`config.mk`:
```
export PLATFORM = sky130hd
export DESIGN_NAME = alu_arbiter
export DESIGN_NICKNAME = d
export VERILOG_FILES = /design/src/rtl/calc_pkg.sv /design/src/rtl/rr_arbiter2.sv /design/src/rtl/alu_arbiter.sv
export SDC_FILE = /design/constraint.sdc
export NUM_CORES = 1
export LEC_CHECK = 0
export CORE_MARGIN = 3
export CORE_UTILIZATION = 42
export DETAILED_ROUTE_END_ITERATION = 10
export GPL_TIMING_DRIVEN = 0
export MAX_ROUTING_LAYER = met4
export PLACE_DENSITY = 0.9
export SYNTH_ARGS = -nofsm -noshare
export SYNTH_HDL_FRONTEND = slang
export SYNTH_SLANG_ARGS = --single-unit
```
`constraint.sdc`:
```
create_clock -name clk -period 5.1 [get_ports clk]
set_clock_uncertainty 0.2 [all_clocks]
set_input_delay 1.02 -clock clk [delete_from_list [all_inputs] [get_ports clk]]
set_output_delay 1.02 -clock clk [all_outputs]
set_load 0.02 [all_outputs]
```
`src/rtl/calc_pkg.sv`:
```
// Shared calculator definitions: FSM state encoding, opcode width/values and default data width.
// Used by the ALU arbiter, its round-robin grant helper and the ALU itself.
package calc_pkg;

  localparam int OP_W      = 3;
  localparam int DEF_WIDTH = 8;

  typedef enum logic [1:0] {
    ST_IDLE = 2'd0,
    ST_EXEC = 2'd1,
    ST_RESP = 2'd2
  } state_e;

  localparam logic [OP_W-1:0] ALU_ADD = 3'd0;
  localparam logic [OP_W-1:0] ALU_SUB = 3'd1;
  localparam logic [OP_W-1:0] ALU_AND = 3'd2;
  localparam logic [OP_W-1:0] ALU_OR  = 3'd3;
  localparam logic [OP_W-1:0] ALU_XOR = 3'd4;
  localparam logic [OP_W-1:0] ALU_NOT = 3'd5;
  localparam logic [OP_W-1:0] ALU_SHL = 3'd6;
  localparam logic [OP_W-1:0] ALU_SHR = 3'd7;

  // A lone requester always wins; on contention the pointer decides.
  function automatic logic rr_pick(input logic [1:0] vld, input logic ptr);
    logic gnt;
    case (vld)
      2'b01:   gnt = 1'b0;
      2'b10:   gnt = 1'b1;
      2'b11:   gnt = ptr;
      default: gnt = 1'b0;
    endcase
    return gnt;
  endfunction

endpackage

```
`src/rtl/rr_arbiter2.sv`:
```
// Two-way round-robin grant, combinational from valids and pointer; pointer moves to the
// loser on each accepted grant (hs_en), so back-to-back contention alternates.
module rr_arbiter2
  import calc_pkg::*;
(
  input  logic       clk,
  input  logic       rst_n,
  input  logic [1:0] req_vld,
  input  logic       hs_en,
  output logic       gnt_vld,
  output logic       gnt_id
);

  logic ptr_q;
  logic ptr_d;

  always_comb begin
    gnt_vld = |req_vld;
    gnt_id  = rr_pick(req_vld, ptr_q);
    ptr_d   = ptr_q;
    if (hs_en) begin
      ptr_d = ~gnt_id;
    end
  end

  always_ff @(posedge clk or negedge rst_n) begin
    if (!rst_n) begin
      ptr_q <= 1'b0;
    end else begin
      ptr_q <= ptr_d;
    end
  end

endmodule

```
`src/rtl/alu_arbiter.sv`:
```
// Shares one external ALU between two valid/ready requesters; response after ALU_LAT+1 cycles.
// Accepts nothing while an operation is in flight; the response holds until rsp_ready.
module alu_arbiter
  import calc_pkg::*;
#(
  parameter int WIDTH   = DEF_WIDTH,
  parameter int ALU_LAT = 1
) (
  input  logic             clk,
  input  logic             rst_n,
  input  logic             req0_valid,
  output logic             req0_ready,
  input  logic [OP_W-1:0]  req0_op,
  input  logic [WIDTH-1:0] req0_a,
  input  logic [WIDTH-1:0] req0_b,
  input  logic             req1_valid,
  output logic             req1_ready,
  input  logic [OP_W-1:0]  req1_op,
  input  logic [WIDTH-1:0] req1_a,
  input  logic [WIDTH-1:0] req1_b,
  output logic [OP_W-1:0]  alu_op,
  output logic [WIDTH-1:0] alu_a,
  output logic [WIDTH-1:0] alu_b,
  input  logic [WIDTH-1:0] alu_result,
  output logic             rsp_valid,
  output logic             rsp_id,
  output logic [WIDTH-1:0] rsp_data,
  input  logic             rsp_ready,
  output logic             busy
);

  localparam int CNT_W = 3;

  state_e           state_q,    state_d;
  logic [CNT_W-1:0] cnt_q,      cnt_d;
  logic [OP_W-1:0]  alu_op_q,   alu_op_d;
  logic [WIDTH-1:0] alu_a_q,    alu_a_d;
  logic [WIDTH-1:0] alu_b_q,    alu_b_d;
  logic [WIDTH-1:0] rsp_data_q, rsp_data_d;
  logic             rsp_id_q,   rsp_id_d;
  logic             rsp_vld_q,  rsp_vld_d;
  logic             busy_q,     busy_d;

  logic gnt_vld;
  logic gnt_id;
  logic hs;

  // Readies are gated by rst_n so nothing is offered while reset is held.
  assign hs         = rst_n & (state_q == ST_IDLE) & gnt_vld;
  assign req0_ready = hs & ~gnt_id;
  assign req1_ready = hs & gnt_id;

  rr_arbiter2 u_arb (
    .clk     (clk),
    .rst_n   (rst_n),
    .req_vld ({req1_valid, req0_valid}),
    .hs_en   (hs),
    .gnt_vld (gnt_vld),
    .gnt_id  (gnt_id)
  );

  always_comb begin
    state_d    = state_q;
    cnt_d      = cnt_q;
    alu_op_d   = alu_op_q;
    alu_a_d    = alu_a_q;
    alu_b_d    = alu_b_q;
    rsp_data_d = rsp_data_q;
    rsp_id_d   = rsp_id_q;
    rsp_vld_d  = rsp_vld_q;
    case (state_q)
      ST_IDLE: begin
        if (hs) begin
          alu_op_d = gnt_id ? req1_op : req0_op;
          alu_a_d  = gnt_id ? req1_a  : req0_a;
          alu_b_d  = gnt_id ? req1_b  : req0_b;
          rsp_id_d = gnt_id;
          cnt_d    = CNT_W'(ALU_LAT);
          state_d  = ST_EXEC;
        end
      end
      ST_EXEC: begin
        cnt_d = cnt_q - CNT_W'(1);
        if (cnt_q == CNT_W'(1)) begin
          rsp_data_d = alu_result;
          rsp_vld_d  = 1'b1;
          state_d    = ST_RESP;
        end
      end
      ST_RESP: begin
        if (rsp_ready) begin
          rsp_vld_d = 1'b0;
          state_d   = ST_IDLE;
        end
      end
      default: begin
        state_d   = ST_IDLE;
        rsp_vld_d = 1'b0;
      end
    endcase
    busy_d = (state_d != ST_IDLE);
  end

  always_ff @(posedge clk or negedge rst_n) begin
    if (!rst_n) begin
      state_q    <= ST_IDLE;
      cnt_q      <= '0;
      alu_op_q   <= '0;
      alu_a_q    <= '0;
      alu_b_q    <= '0;
      rsp_data_q <= '0;
      rsp_id_q   <= 1'b0;
      rsp_vld_q  <= 1'b0;
      busy_q     <= 1'b0;
    end else begin
      state_q    <= state_d;
      cnt_q      <= cnt_d;
      alu_op_q   <= alu_op_d;
      alu_a_q    <= alu_a_d;
      alu_b_q    <= alu_b_d;
      rsp_data_q <= rsp_data_d;
      rsp_id_q   <= rsp_id_d;
      rsp_vld_q  <= rsp_vld_d;
      busy_q     <= busy_d;
    end
  end

  assign alu_op    = alu_op_q;
  assign alu_a     = alu_a_q;
  assign alu_b     = alu_b_q;
  assign rsp_data  = rsp_data_q;
  assign rsp_id    = rsp_id_q;
  assign rsp_valid = rsp_vld_q;
  assign busy      = busy_q;

endmodule

```
Yosys cells after proc, flatten, opt, wreduce, memory -nomap -nowiden. Index checks and enable logic that the tools add are counted.

Bits in registers: 36. Input bits: 51. Output and inout bits: 32. Word-level logic and storage cells: 46.

Add/sub/neg operators: 1. Equality and inequality tests: 8. Mux-type cells: 13. Bitwise operators: 6. Reduce and logical (&&, ||, !) cells: 8.

Operators by type and width (number): two-way mux 8 bit (2); == test 2 bit (second input constant) (3); two-way mux 2 bit (3); two-way mux 3 bit (2); inequality test 2 bit (second input constant) (3); case mux 2 bit (3 select lines) (1); case mux 3 bit (2 select lines) (1); AND reduction 2 bit (3); AND 1 bit (4); nonzero test 2 bit (2); == test 3 x 1 -> 1 bit (second input constant) (1); case mux 1 bit (3 select lines) (1); AND reduction 3 bit (1); subtractor 3 x 1 -> 3 bit (second input constant) (1); == test 2 x 1 -> 1 bit (second input constant) (1); zero test 2 bit (1); two-way mux 1 bit (2); inverter 1 bit (2); case mux 1 bit (2 select lines) (1); OR reduction 2 bit (1).

Longest topological paths before layout. Gate-level depths: netlist (run 1).

Depth after elaboration: 6. Depth in mapped cells: 6. Gate-level depth less buffers: 5.

Modules after synthesis. From an unflattened synthesis (run 1), not the netlist that was laid out.

Cell total of the unflattened synthesis: 141. Area, all modules: 1744.2 µm².

Modules (own cells, without submodules): alu_arbiter (instances 1, cells each 135, area each 1681.6 µm², sequential area each 875.8 µm²); rr_arbiter2 (instances 1, cells each 6, area each 62.6 µm², sequential area each 25.0 µm²).

Worst setup path before layout (run 1). No wires, ideal clock.

Path type: input to output. Start: input rst_n. End: output req1_ready. Arrival: 2.204 ns. Slack: 1.676 ns. Cell stages on the path: 3. Cell sequence: or3b_4 -> clkbuf_1 -> nor3b_1.

Longest elaborated chain between the ends: 3.

Ends and longest elaborated chain: start, declared (RTL line alu_arbiter.sv:10) `input logic rst_n,`; AND 1 bit (2 in series) (RTL line alu_arbiter.sv:49) `assign hs = rst_n & (state_q == ST_IDLE) & gnt_vld;`; AND 1 bit (RTL line alu_arbiter.sv:51) `assign req1_ready = hs & gnt_id;`; end, declared (RTL line alu_arbiter.sv:17) `output logic req1_ready,`.

Every way passes these cells.

Worst setup path after layout (run 1). Ends and elaborated chain as after synthesis.

==> summary.md, run 1 <==
| Metric | Value |
|---|---|
| Status | complete, no violations |
| DR WL/cell | ~16 µm |
| Root Driver | clkbuf_8 |
| Post-route minimum period | between 4000 and 5000 ps |
| Post-synthesis simple-gate area fraction | between 10% and 20% |
| Antenna cells | 0 |
| Netlist cell types | 25 |
| CTS tree | built |
| Critical Path Source Type | input pin |
| Die Wd | roughly 70 µm |
| Placer Congestion | around 0.75 |
| Synth-to-Final Area Change | 59.4% |
| Critical path's largest stage delay | a little under 700 ps |
| Cells after Synth | approximately 140 |
| Register area | around 900 µm² |
| Hold/Removal Path Class | flip-flop to flip-flop |
| Average vias per placed instance | 5.30 |
| CTS sink cnt | 36 |
| # Post-CTS Setup Buffers | 0 |
| Initial Util | 46.1% |
| Final std cells w/o fill | ~280 |
| Final Hold Viols | 0 |
| Nets@finish | between 200 and 300 |
| Post-synth EDFFs | 0 |
| Vias in the first global route | between 1000 and 1500 |
| Share of layout cells above drive strength 1 | 10.3% |
| Worst path arrival time | about 3400 ps |
| Synth Register Bits | 36 |
| Hold buffers post-CTS | 0 |
| Crit path capture type | output pin |
| Main area contributors after synthesis | dfrtp_1 (56%), a221o_1 (12%), nor3_1 (5.9%), mux2_2 (5.6%), nand2_1 (4.9%) |
| FP Rows | 21 |
| CTS Buf Count | 5 |
| Cell count after placement | between 200 and 300 |
| First-pass GRT wire length | 6.80 mm |
| Commonest cells post-synth | dfrtp_1 (36), nand2_1 (21), a221o_1 (19), nor3_1 (19), mux2_2 (8) |
| Antenna Nets Post-Route | 0 |
| Clock Latency Late Sink | roughly 280 ps |
| Most frequently used flop master after synthesis | dfrtp_1 |
| Final core utilization | 73.4% |
| CP Buf/Inv Count | 3 |
| Grt ovf | 0 |
| CTS clk-pin slew, worst paths | around 70 ps |
| # DRC | 0 |
| Buffers on Ports | 82 |
| Final setup fails | 0 |
| Compound-gate portion of the synthesized area | between 15 and 20% |
| Mux cell area share after synthesis | under 10% |
| PD cells | between 500 and 600 nW/µm² |
| Total GRT Usage | a little over a fifth |
| Post_cts resized | 0 |
| Xor/xnor share of the synthesized area | 0.540% |
| Crit-path max FO | 37 |
| Asr flop ratio synth | 100% |
| CP max stage cell | clkdlybuf4s50_1 |
| Internal reg-to-reg setup slack | ~3200 ps |
| Crit-path cells | buf_2 -> or3b_4 -> clkbuf_1 -> nor3b_1 -> clkdlybuf4s50_1 |
| Delay-heaviest family, CP | buffers and inverters |
| Die ar. | between 4000 and 5000 µm² |
| Worst slew pin tran | approximately 790 ps |
| Die Ht | 68.1 µm |
| Largest family of logic cells by synthesized area | compound AO/OA/AOI/OAI gates |
| CTS H-tree lvls | 2 |
| Layout fillers | roughly 270 |
| Routed wire length | 4.36 mm |
| Max Cap Viol | 0 |
| Antenna violations before repair | 0 |
| Slew Limit Fails | 0 |
| Mapped Area | ~1600 µm² |
| Pleak | around 1.1 nW |
| Total number of vias | around 1500 |
| Initial DRC Count | 60 |
| Area taken by multi-input logic gates | between 600 and 700 µm² |
| YS warnings | 0 |
| Sequential area share after synthesis | 55.6% |
| Core ar. | between 3000 and 4000 µm² |
| Area leader, netlist | dfrtp_1 |
| Critical Setup Path Class | input pin to output pin |
| VDD IR-drop max | about 0.33 mV |
| Count leader, synth | dfrtp_1 |
| Worst path required time | just under 4000 ps |
| RSZ-0062 raised after global routing | false |
| Proportion of netlist area held by the largest area contributor | between 50% and 60% |
| Post-DP HPWL | 3.20 mm |
| Max clock buf depth | 2 |
| Post-Synth Adder-Cell Area | ~1.5% |
| Max transition margin | a little under half |
| Syn_area_per_cell | 11.3 µm² |
| Pre-Repair DR Iteration Count | 5 |
| Maximum clock frequency | ~220 MHz |
| Largest net degree at the start of global routing | 38 |
| Tcrit/Tclk final | 90.5% |
| I/O pin count | between 80 and 90 |
| Synthesized net count | just under 200 |
[power by group]
group          total (W)  switching (W)  internal, W
Sequential      0.000504      0.0000829     0.000421
Combinational   0.000742       0.000350     0.000392
Clock           0.000204      0.0000943     0.000110
[sequential cells by signal, indices dropped and copies added, names as in the netlist]
register / cells
alu_a: 8
alu_b: 8
rsp_data: 8
alu_op: 3
cnt_q: 3
state_q: 2
busy: 1
rsp_id: 1
rsp_valid: 1
u_arb.ptr_q: 1
[path summary, 6_finish.rpt]
check,start,endpoint,cells after the start
min reg2reg,rsp_id,rsp_id,1
max,rst_n,req1_ready,5
min,rsp_id,rsp_id,1
min in group asynchronous,rst_n,alu_b[1],1
max reg2reg,state_q[1],alu_a[0],4
max in group asynchronous,rst_n,rsp_data[3],1
[metal layers]
metal	vias to the layer above	GRT usage, %	wire, µm	share of wire, %
li1	700	-	-	-
met1	712	25.6	1810	42
met2	61	32.9	2170	50
met3	7	5.25	295	6.8
met4	0	9.93	82	1.9
met5	-	-	0	0
[cells by family (layout without fill, tap and decap cells)]
logic type                 after synthesis  count (layout)
adders and majority gates                2               2
AOI/OAI and AO/OA                       28              28
xor gates and xnor gates                 1               1
and+or+nand+nor                         54              54
buffers and inverters                   14             104
DFF                                     36              36
muxes                                    8               8
[layout make-up]
| cell class | count | area share, % |
|---|---|---|
| plain buffers | 11 | 2.32 |
| well taps | 46 | 2.23 |
| multi-input cells | 93 | 25.1 |
| repair buffers | 82 | 31.6 |
| clock buffers | 8 | 3.48 |
| inverters | 3 | 0.436 |
| flip-flops and latches | 36 | 34.8 |
[stage by stage]
step / total power, W / hold slack (ps) / instance area (µm²) / setup TNS, ps / setup WS, ps
2_1_floorplan: 0.000901 / 283 / 1620 / 0 / 1680
3_3_place_gp: 0.00123 / 260 / 2500 / -1050 / -553
3_5_place_dp: 0.00125 / 272 / 2490 / 0 / 485
4_1_cts: 0.00146 / 287 / 2580 / 0 / 419
5_1_grt: 0.00153 / 310 / 2580 / 0 / 202
6_report: 0.00145 / 286 / 2580 / 0 / 483
[placed cells by master, fill, tap and decap left out, types with 3 or more instances in the layout]
cell,netlist,routed
clkdlybuf4s50_1,0,81
dfrtp_1,36,36
nand2_1,21,21
nor3_1,19,19
a221o_1,19,19
clkbuf_1,6,8
mux2_2,8,8
clkbuf_8,0,6
buf_2,3,4
inv_1,3,3
nor2b_1,3,3
nor2_1,3,3
No activity file was read; power rests on OpenSTA's default activity.
==> run 2, diff against run 1 <==
--- a/config.mk
+++ b/config.mk
@@ -5,12 +5,13 @@
 export SDC_FILE = /design/constraint.sdc
 export NUM_CORES = 1
 export LEC_CHECK = 0
+export ABC_AREA = 1
 export CORE_MARGIN = 3
-export CORE_UTILIZATION = 42
+export CORE_UTILIZATION = 44
 export DETAILED_ROUTE_END_ITERATION = 10
 export GPL_TIMING_DRIVEN = 0
 export MAX_ROUTING_LAYER = met4
-export PLACE_DENSITY = 0.9
+export PLACE_DENSITY = 0.89
 export SYNTH_ARGS = -nofsm -noshare
 export SYNTH_HDL_FRONTEND = slang
 export SYNTH_SLANG_ARGS = --single-unit
==> run 2 against run 1 <==
Effect of this change:
- sequential power hardly changed
- synthesized cell count is 64% higher
- register-to-register slack better by 510 ps
- sequential cell count stayed put
- global-route usage is 0.25 points lower
- sequential share of layout area is 2.3 points lower
- combinational power is 9.7% higher
- critical path type unchanged
==> summary.md, run 2 <==
| Metric | Value |
|---|---|
| Status | complete, no violations (unchanged) |
| Most frequently used flop master after synthesis | dfrtp_1 (unchanged) |
| Post_cts resized | 0 (unchanged) |
| Die Wd | 70.2 µm (was 68.1 µm) |
| Most frequent cells in the layout | nand2_1 (123), clkdlybuf4s50_1 (81), dfrtp_1 (36) (was clkdlybuf4s50_1 (81), dfrtp_1 (36), nand2_1 (21)) |
| CTS Buf Count | 5 (unchanged) |
| Max clock buf depth | 2 (unchanged) |
| NetSw | 0.000624 W (was 0.000527 W) |
| Tcrit/Tclk final | 78.7% (was 90.5%) |
| Worst slew pin tran | 810 ps (was 792 ps) |
| Pre-Repair DR Iteration Count | 4 (was 5) |
| CTS sink cnt | 36 (unchanged) |
| Share of layout cells above drive strength 1 | 9.57% (was 10.3%) |
| Sequential area share after synthesis | 49.7% (was 55.6%) |
| R2r startpoint | state_q[1] (unchanged) |
| Hold/Removal Path Class | flip-flop to flip-flop (unchanged) |
| Comb power frac | 54.0% (was 51.2%) |
| Antenna cells | 0 (unchanged) |
| Layout fillers | 303 (was 267) |
| Total GRT Usage | 20.8% (was 21.0%) |
| Initial DRC Count | 120 (was 60) |
| Syn_area_per_cell | 7.71 µm² (was 11.3 µm²) |
| Flop pwr share | 33.3% (was 34.7%) |
| Netlist cell types | 18 (was 25) |
| Critical Path Source Type | input pin (unchanged) |
| Setup TNS Final | 0 ps (unchanged) |
| Synthesized net count | 288 (was 196) |
| Average vias per placed instance | 4.68 (was 5.30) |
| Main area contributors after synthesis | dfrtp_1 (50%), nand2_1 (25%), nand3_1 (6.1%), inv_1 (3.9%), o21ai_2 (3.4%) (was dfrtp_1 (56%), a221o_1 (12%), nor3_1 (5.9%), mux2_2 (5.6%), nand2_1 (4.9%)) |
| PD cells | 545 nW/µm² (was 561 nW/µm²) |
| Die ar. | 4920 µm² (was 4640 µm²) |
| Antenna Nets Post-Route | 0 (unchanged) |
| Grt ovf | 0 (unchanged) |
| YS warnings | 0 (unchanged) |
| Slew Limit Fails | 0 (unchanged) |
| Largest net degree at the start of global routing | 38 (unchanged) |
| Synth-to-Final Area Change | 52.6% (was 59.4%) |
| Routed wire length | 4.75 mm (was 4.36 mm) |
| Clock power frac | 12.7% (was 14.1%) |
| Crit path from | rst_n (unchanged) |
| I/O pin count | 83 (unchanged) |
| Crit path capture type | output pin (unchanged) |
| Maximum clock frequency | 249 MHz (was 217 MHz) |
| # DRC | 0 (unchanged) |
| Area taken by multi-input logic gates | 747 µm² (was 649 µm²) |
| First-pass GRT wire length | 7.73 mm (was 6.80 mm) |
| Max Cap Viol | 0 (unchanged) |
| Register area | 901 µm² (unchanged) |
| Vias in the first global route | 1629 (was 1429) |
| Total power | 0.00151 W (was 0.00145 W) |
| Nets@finish | 377 (was 285) |
| Root Driver | clkbuf_8 (unchanged) |
| Antenna violations before repair | 0 (unchanged) |
| Proportion of netlist area held by the largest area contributor | 49.7% (was 55.6%) |
| VDD IR-drop max | 0.269 mV (was 0.333 mV) |
| Cells after Synth | 235 (was 143) |
| Pleak | 1.44 nW (was 1.09 nW) |
| Buffers on Ports | 82 (unchanged) |
| Reg2reg path depth | 6 (was 4) |
| Synth Register Bits | 36 (unchanged) |
| Internal reg-to-reg setup slack | 3670 ps (was 3160 ps) |
| # Post-CTS Setup Buffers | 0 (unchanged) |
| Critical Setup Path Class | input pin to output pin (unchanged) |
| Hold path cells | 2 (was 1) |
| Worst path arrival time | 2790 ps (was 3400 ps) |
| Final core utilization | 72.3% (was 73.4%) |
| CTS clk-pin slew, worst paths | 70 ps (about the same) |
| Hold buffers post-CTS | 0 (unchanged) |
| Post-DP HPWL | 3.70 mm (was 3.20 mm) |
| Final setup fails | 0 (unchanged) |
| CTS tree | built (unchanged) |
| Count leader, synth | nand2_1 (was dfrtp_1) |
| Post-route minimum period | 4010 ps (was 4620 ps) |
| Clock Latency Late Sink | 290 ps (was 280 ps) |
| Total number of vias | 1741 (was 1480) |
| Commonest cells post-synth | nand2_1 (123), dfrtp_1 (36), nand3_1 (22) (was dfrtp_1 (36), nand2_1 (21), a221o_1 (19), nor3_1 (19), mux2_2 (8)) |
| Placer Congestion | 0.811 (was 0.747) |
| Die Ht | 70.2 µm (was 68.1 µm) |
| Commonest non-fill, non-tap cell in the layout | nand2_1 (was clkdlybuf4s50_1) |
| Asr flop ratio synth | 100% (unchanged) |
| Mapped Area | 1810 µm² (was 1620 µm²) |
| RSZ-0062 raised after global routing | false (unchanged) |
| Pint | 0.000883 W (was 0.000922 W) |
| Worst path required time | 3880 ps (about the same) |
| Core ar. | 3830 µm² (was 3520 µm²) |
| FP Rows | 22 (was 21) |
| Initial Util | 47.4% (was 46.1%) |
| Crit Reg-Reg Endpoint | alu_a[6] (was alu_a[0]) |
| Crit path to | req0_ready (was req1_ready) |
| Area leader, netlist | dfrtp_1 (unchanged) |
| Max transition margin | 46.0% (was 47.2%) |
| Switching Fraction | 41.4% (was 36.4%) |
| Crit-path max FO | 37 (unchanged) |
| DR WL/cell | 12.8 µm (was 15.6 µm) |
| Post-synth EDFFs | 0 (unchanged) |
| Final Hold Viols | 0 (unchanged) |
| CTS H-tree lvls | 2 (unchanged) |
## run 2: changes by cell type after synthesis, sizes merged, moves of 3 or more
cell and change:
o21ai +9, buf +7, inv +17, nor2b -3, nor3 -19, mux2 -8
clkbuf -6, a221o -19, nand3 +23, nand2 +102
## run 2: kinds of logic (layout without fill, tap and decap cells)
group                      count (synthesis)  count (layout)  share of synthesized area (%)
and+or+nand+nor                          154             154                           35.4
DFF                                       36              36                           49.7
buffers and inverters                     32             121                           9.05
AOI/OAI and AO/OA                         11              11                           4.49
adders and majority gates                  2               2                           1.38
## run 2: how the worst min path moves through the flow
stage | to | slack, ps | startpoint
after floorplan | u_arb.ptr_q | 250 | u_arb.ptr_q
after global placement | rsp_valid | 260 | rsp_valid
after detailed placement | rsp_data[0] | 270 | rsp_data[0]
after CTS | rsp_data[0] | 280 | rsp_data[0]
after global routing | rsp_data[0] | 290 | rsp_data[0]
final | rsp_data[5] | 280 | rsp_data[5]
## run 2: worst max-delay path, cell delays in order
cell and delay [ps]:
buf_2 620, nand3_2 180, buf_2 230, nor2_1 120, clkdlybuf4s50_1 610
## run 2: routing by layer
layer	track usage, %	share of wire [%]	wire [µm]
met4	9.57	2.1	100
met2	35.7	54	2580
met1	24.2	40	1910
met3	2.59	3.3	159
met5	-	0	0
## run 2: power groups by stage
| stage | clock (W) | combinational, W | sequential (W) |
|---|---|---|---|
| floorplan | 0 | 0.000330 | 0.000630 |
| global placement | 0 | 0.000795 | 0.000496 |
| detailed placement | 0 | 0.000822 | 0.000503 |
| CTS | 0.000194 | 0.000826 | 0.000501 |
| global route | 0.000207 | 0.000887 | 0.000519 |
| finish | 0.000192 | 0.000814 | 0.000501 |
## run 2: cell type report
type | instances | share of cell area (%)
timing repair buffer | 82 | 29.5
buffer | 12 | 3.21
inverter | 20 | 2.71
multi-input combinational | 167 | 27.0
clock buffer | 6 | 2.62
clock inverter | 1 | 0.181
sequential | 36 | 32.6
tap | 48 | 2.17
## run 2: through the flow
stage               instances  area, µm²  worst slack [ps]  hold slack [ps]
finish                    372       2770              1090              282
CTS                       372       2770              1040              285
detailed placement        365       2690              1040              268
floorplan                 235       1810              2180              253
global route              372       2770               891              293
global placement          365       2690             -21.9              258
==> run 3, diff against run 2 <==
--- a/config.mk
+++ b/config.mk
@@ -7,11 +7,11 @@
 export LEC_CHECK = 0
 export ABC_AREA = 1
 export CORE_MARGIN = 3
-export CORE_UTILIZATION = 44
+export CORE_UTILIZATION = 41
 export DETAILED_ROUTE_END_ITERATION = 10
 export GPL_TIMING_DRIVEN = 0
 export MAX_ROUTING_LAYER = met4
-export PLACE_DENSITY = 0.89
+export PLACE_DENSITY = 0.84
 export SYNTH_ARGS = -nofsm -noshare
 export SYNTH_HDL_FRONTEND = slang
 export SYNTH_SLANG_ARGS = --single-unit
==> constraint.sdc (replaced) <==
create_clock -name clk -period 3.8 [get_ports clk]
set_clock_uncertainty 0.2 [all_clocks]
set_input_delay 0.76 -clock clk [delete_from_list [all_inputs] [get_ports clk]]
set_output_delay 0.76 -clock clk [all_outputs]
set_load 0.02 [all_outputs]
==> run 3 against run 2 <==
Effect of this change:
- register-to-register slack worse by 1300 ps
- wire length down 2.7%
- power rose by 39%
- sequential cell count is the same
- count of clock-buffer cells in the layout down 1
- non-clock buffer count did not move
- design area increased by 1.3%
- largest cell class unchanged
- largest power group unchanged
==> summary.md, run 3 (synthesis results as in run 2) <==
| Metric | Value |
|---|---|
| Tcrit/Tclk final | between 90% and 100% |
| Root Driver | clkbuf_8 (unchanged) |
| Post_cts resized | 0 (unchanged) |
| CTS Buf Count | 5 (unchanged) |
| Final instance area | 2800 µm² (was 2770 µm²) |
| Worst path required time | 2840 ps (was 3880 ps) |
| PD cells | 747 nW/µm² (was 545 nW/µm²) |
| Pleak | 1.45 nW (was 1.44 nW) |
| Max clock buf depth | 2 (unchanged) |
| Total number of vias | 1745 (was 1741) |
| CTS H-tree lvls | 2 (unchanged) |
| Total GRT Usage | 18.9% (was 20.8%) |
| Most frequent cells in the layout | nand2_1 (123), clkdlybuf4s50_1 (81), dfrtp_1 (36) (unchanged) |
| Critical Setup Path Class | input pin to output pin (unchanged) |
| Maximum clock frequency | roughly 280 MHz |
| VDD IR-drop max | 0.307 mV (was 0.269 mV) |
| Pre-Repair DR Iteration Count | 4 (unchanged) |
| Final setup fails | 0 (unchanged) |
| Setup WS pre-CTS | 230 ps (was 1040 ps) |
| CTS sink cnt | 36 (unchanged) |
| Slew Limit Fails | 0 (unchanged) |
| Grt ovf | 0 (unchanged) |
| Placer Congestion | 0.791 (was 0.811) |
| FP Rows | 23 (was 22) |
| CTS clk-pin slew, worst paths | 70 ps (about the same) |
| Total power | 0.00209 W (was 0.00151 W) |
| Worst slew pin tran | 818 ps (was 810 ps) |
| Initial Util | 43.7% (was 47.4%) |
| Commonest non-fill, non-tap cell in the layout | nand2_1 (unchanged) |
| Post-DP HPWL | 3.49 mm (was 3.70 mm) |
| I/O pin count | 83 (unchanged) |
| Buffers on Ports | 82 (unchanged) |
| Synth-to-Final Area Change | 54.6% (was 52.6%) |
| Vias in the first global route | 1632 (was 1629) |
| RSZ-0062 raised after global routing | false (unchanged) |
| Die Ht | 72.5 µm (was 70.2 µm) |
| Antenna violations before repair | 0 (unchanged) |
| Share of layout cells above drive strength 1 | 10.2% (was 9.57%) |
| Placed Instance Area | 2690 µm² (about the same) |
| # Post-CTS Setup Buffers | 0 (unchanged) |
| Clock Latency Late Sink | 290 ps (about the same) |
| Crit-path max FO | 37 (unchanged) |
| Max Cap Viol | 0 (unchanged) |
| First-pass GRT wire length | 7.57 mm (was 7.73 mm) |
| Nets@finish | 377 (unchanged) |
| Worst path arrival time | 2550 ps (was 2790 ps) |
| Critical Path Source Type | input pin (unchanged) |
| Initial DRC Count | 87 (was 120) |
| Crit path capture type | output pin (unchanged) |
| Grt met1 use | 23.7% (was 24.2%) |
| Die ar. | 5250 µm² (was 4920 µm²) |
| GRT met3 Usage | 2.77% (was 2.59%) |
| Hold buffers post-CTS | 0 (unchanged) |
| Average vias per placed instance | 4.65 (was 4.68) |
| Largest net degree at the start of global routing | 38 (unchanged) |
| CTS tree | built (unchanged) |
| Final Hold Viols | 0 (unchanged) |
| # DRC | 0 (unchanged) |
| Max transition margin | 45.4% (was 46.0%) |
| Top Usage Layer GRT | met2 (unchanged) |
| Post-route minimum period | 3510 ps |
| Setup slack after layout | 289 ps (was 1090 ps) |
| Hold/Removal Path Class | flip-flop to flip-flop (unchanged) |
| Antenna Nets Post-Route | 0 (unchanged) |
| Hold WS | 284 ps (was 282 ps) |
| M2 GR Usage | 31.6% (was 35.7%) |
| Die Wd | 72.5 µm (was 70.2 µm) |
| Routed wire length | 4.62 mm (was 4.75 mm) |
| Status | complete, no violations (unchanged) |
| DR WL/cell | 12.3 µm (was 12.8 µm) |
| Antenna cells | 0 (unchanged) |
| Core ar. | 4140 µm² (was 3830 µm²) |
run 3: cell count changes in the layout (fill, tap and decap cells not counted):
cell / before / now
clkbuf_1: 1 / 0
clkinvlp_4: 0 / 1
bufinv_16: 0 / 1
run 3: worst max-delay path, cell delays in order:
cell             delay [ps]
buf_2                   620
nand3_2                 180
buf_2                   230
nor2_1                  110
clkdlybuf4s50_1         630
run 3: power breakdown:
group	switching (W)	internal [W]	leakage, nW
sequential	0.000103	0.000565	0.449
clock	0.000141	0.000194	0.0541
combinational	0.000595	0.000495	0.949
run 3: worst paths after layout:
kind	from	cells past startpoint	end	slack, ps
worst max-delay path	rst_n	5	req0_ready	290
worst min-delay path	alu_op[0]	2	alu_op[0]	280
worst max register to register	cnt_q[0]	4	busy	2360
worst min register to register	alu_op[0]	2	alu_op[0]	280
max in group asynchronous	rst_n	1	rsp_data[5]	2510
min in group asynchronous	rst_n	1	alu_b[5]	360
run 3: area by class of cell:
type,instances,area (µm²)
fill,354,1340
sequential,36,901
timing repair buffer,82,816
multi-input combinational,167,747
buffer,12,88.8
inverter,20,75.1
clock buffer,5,68.8
tap,50,62.6
clock inverter,3,42.5
run 3: stage by stage:
stage / util (%) / instances / setup TNS [ps]
after CTS: 67.6 / 375 / 0
after detailed placement: 64.9 / 367 / 0
after global routing: 67.6 / 375 / 0
after floorplan: - / 235 / 0
final: 67.6 / 375 / 0
after global placement: 65.0 / 367 / -1600
run 3: routing by layer:
layer  up-vias  share of wire, %
met3         6               3.7
met4         0               1.4
li1        894                 -
met1       802                43
met5         -                 0
met2        43                51
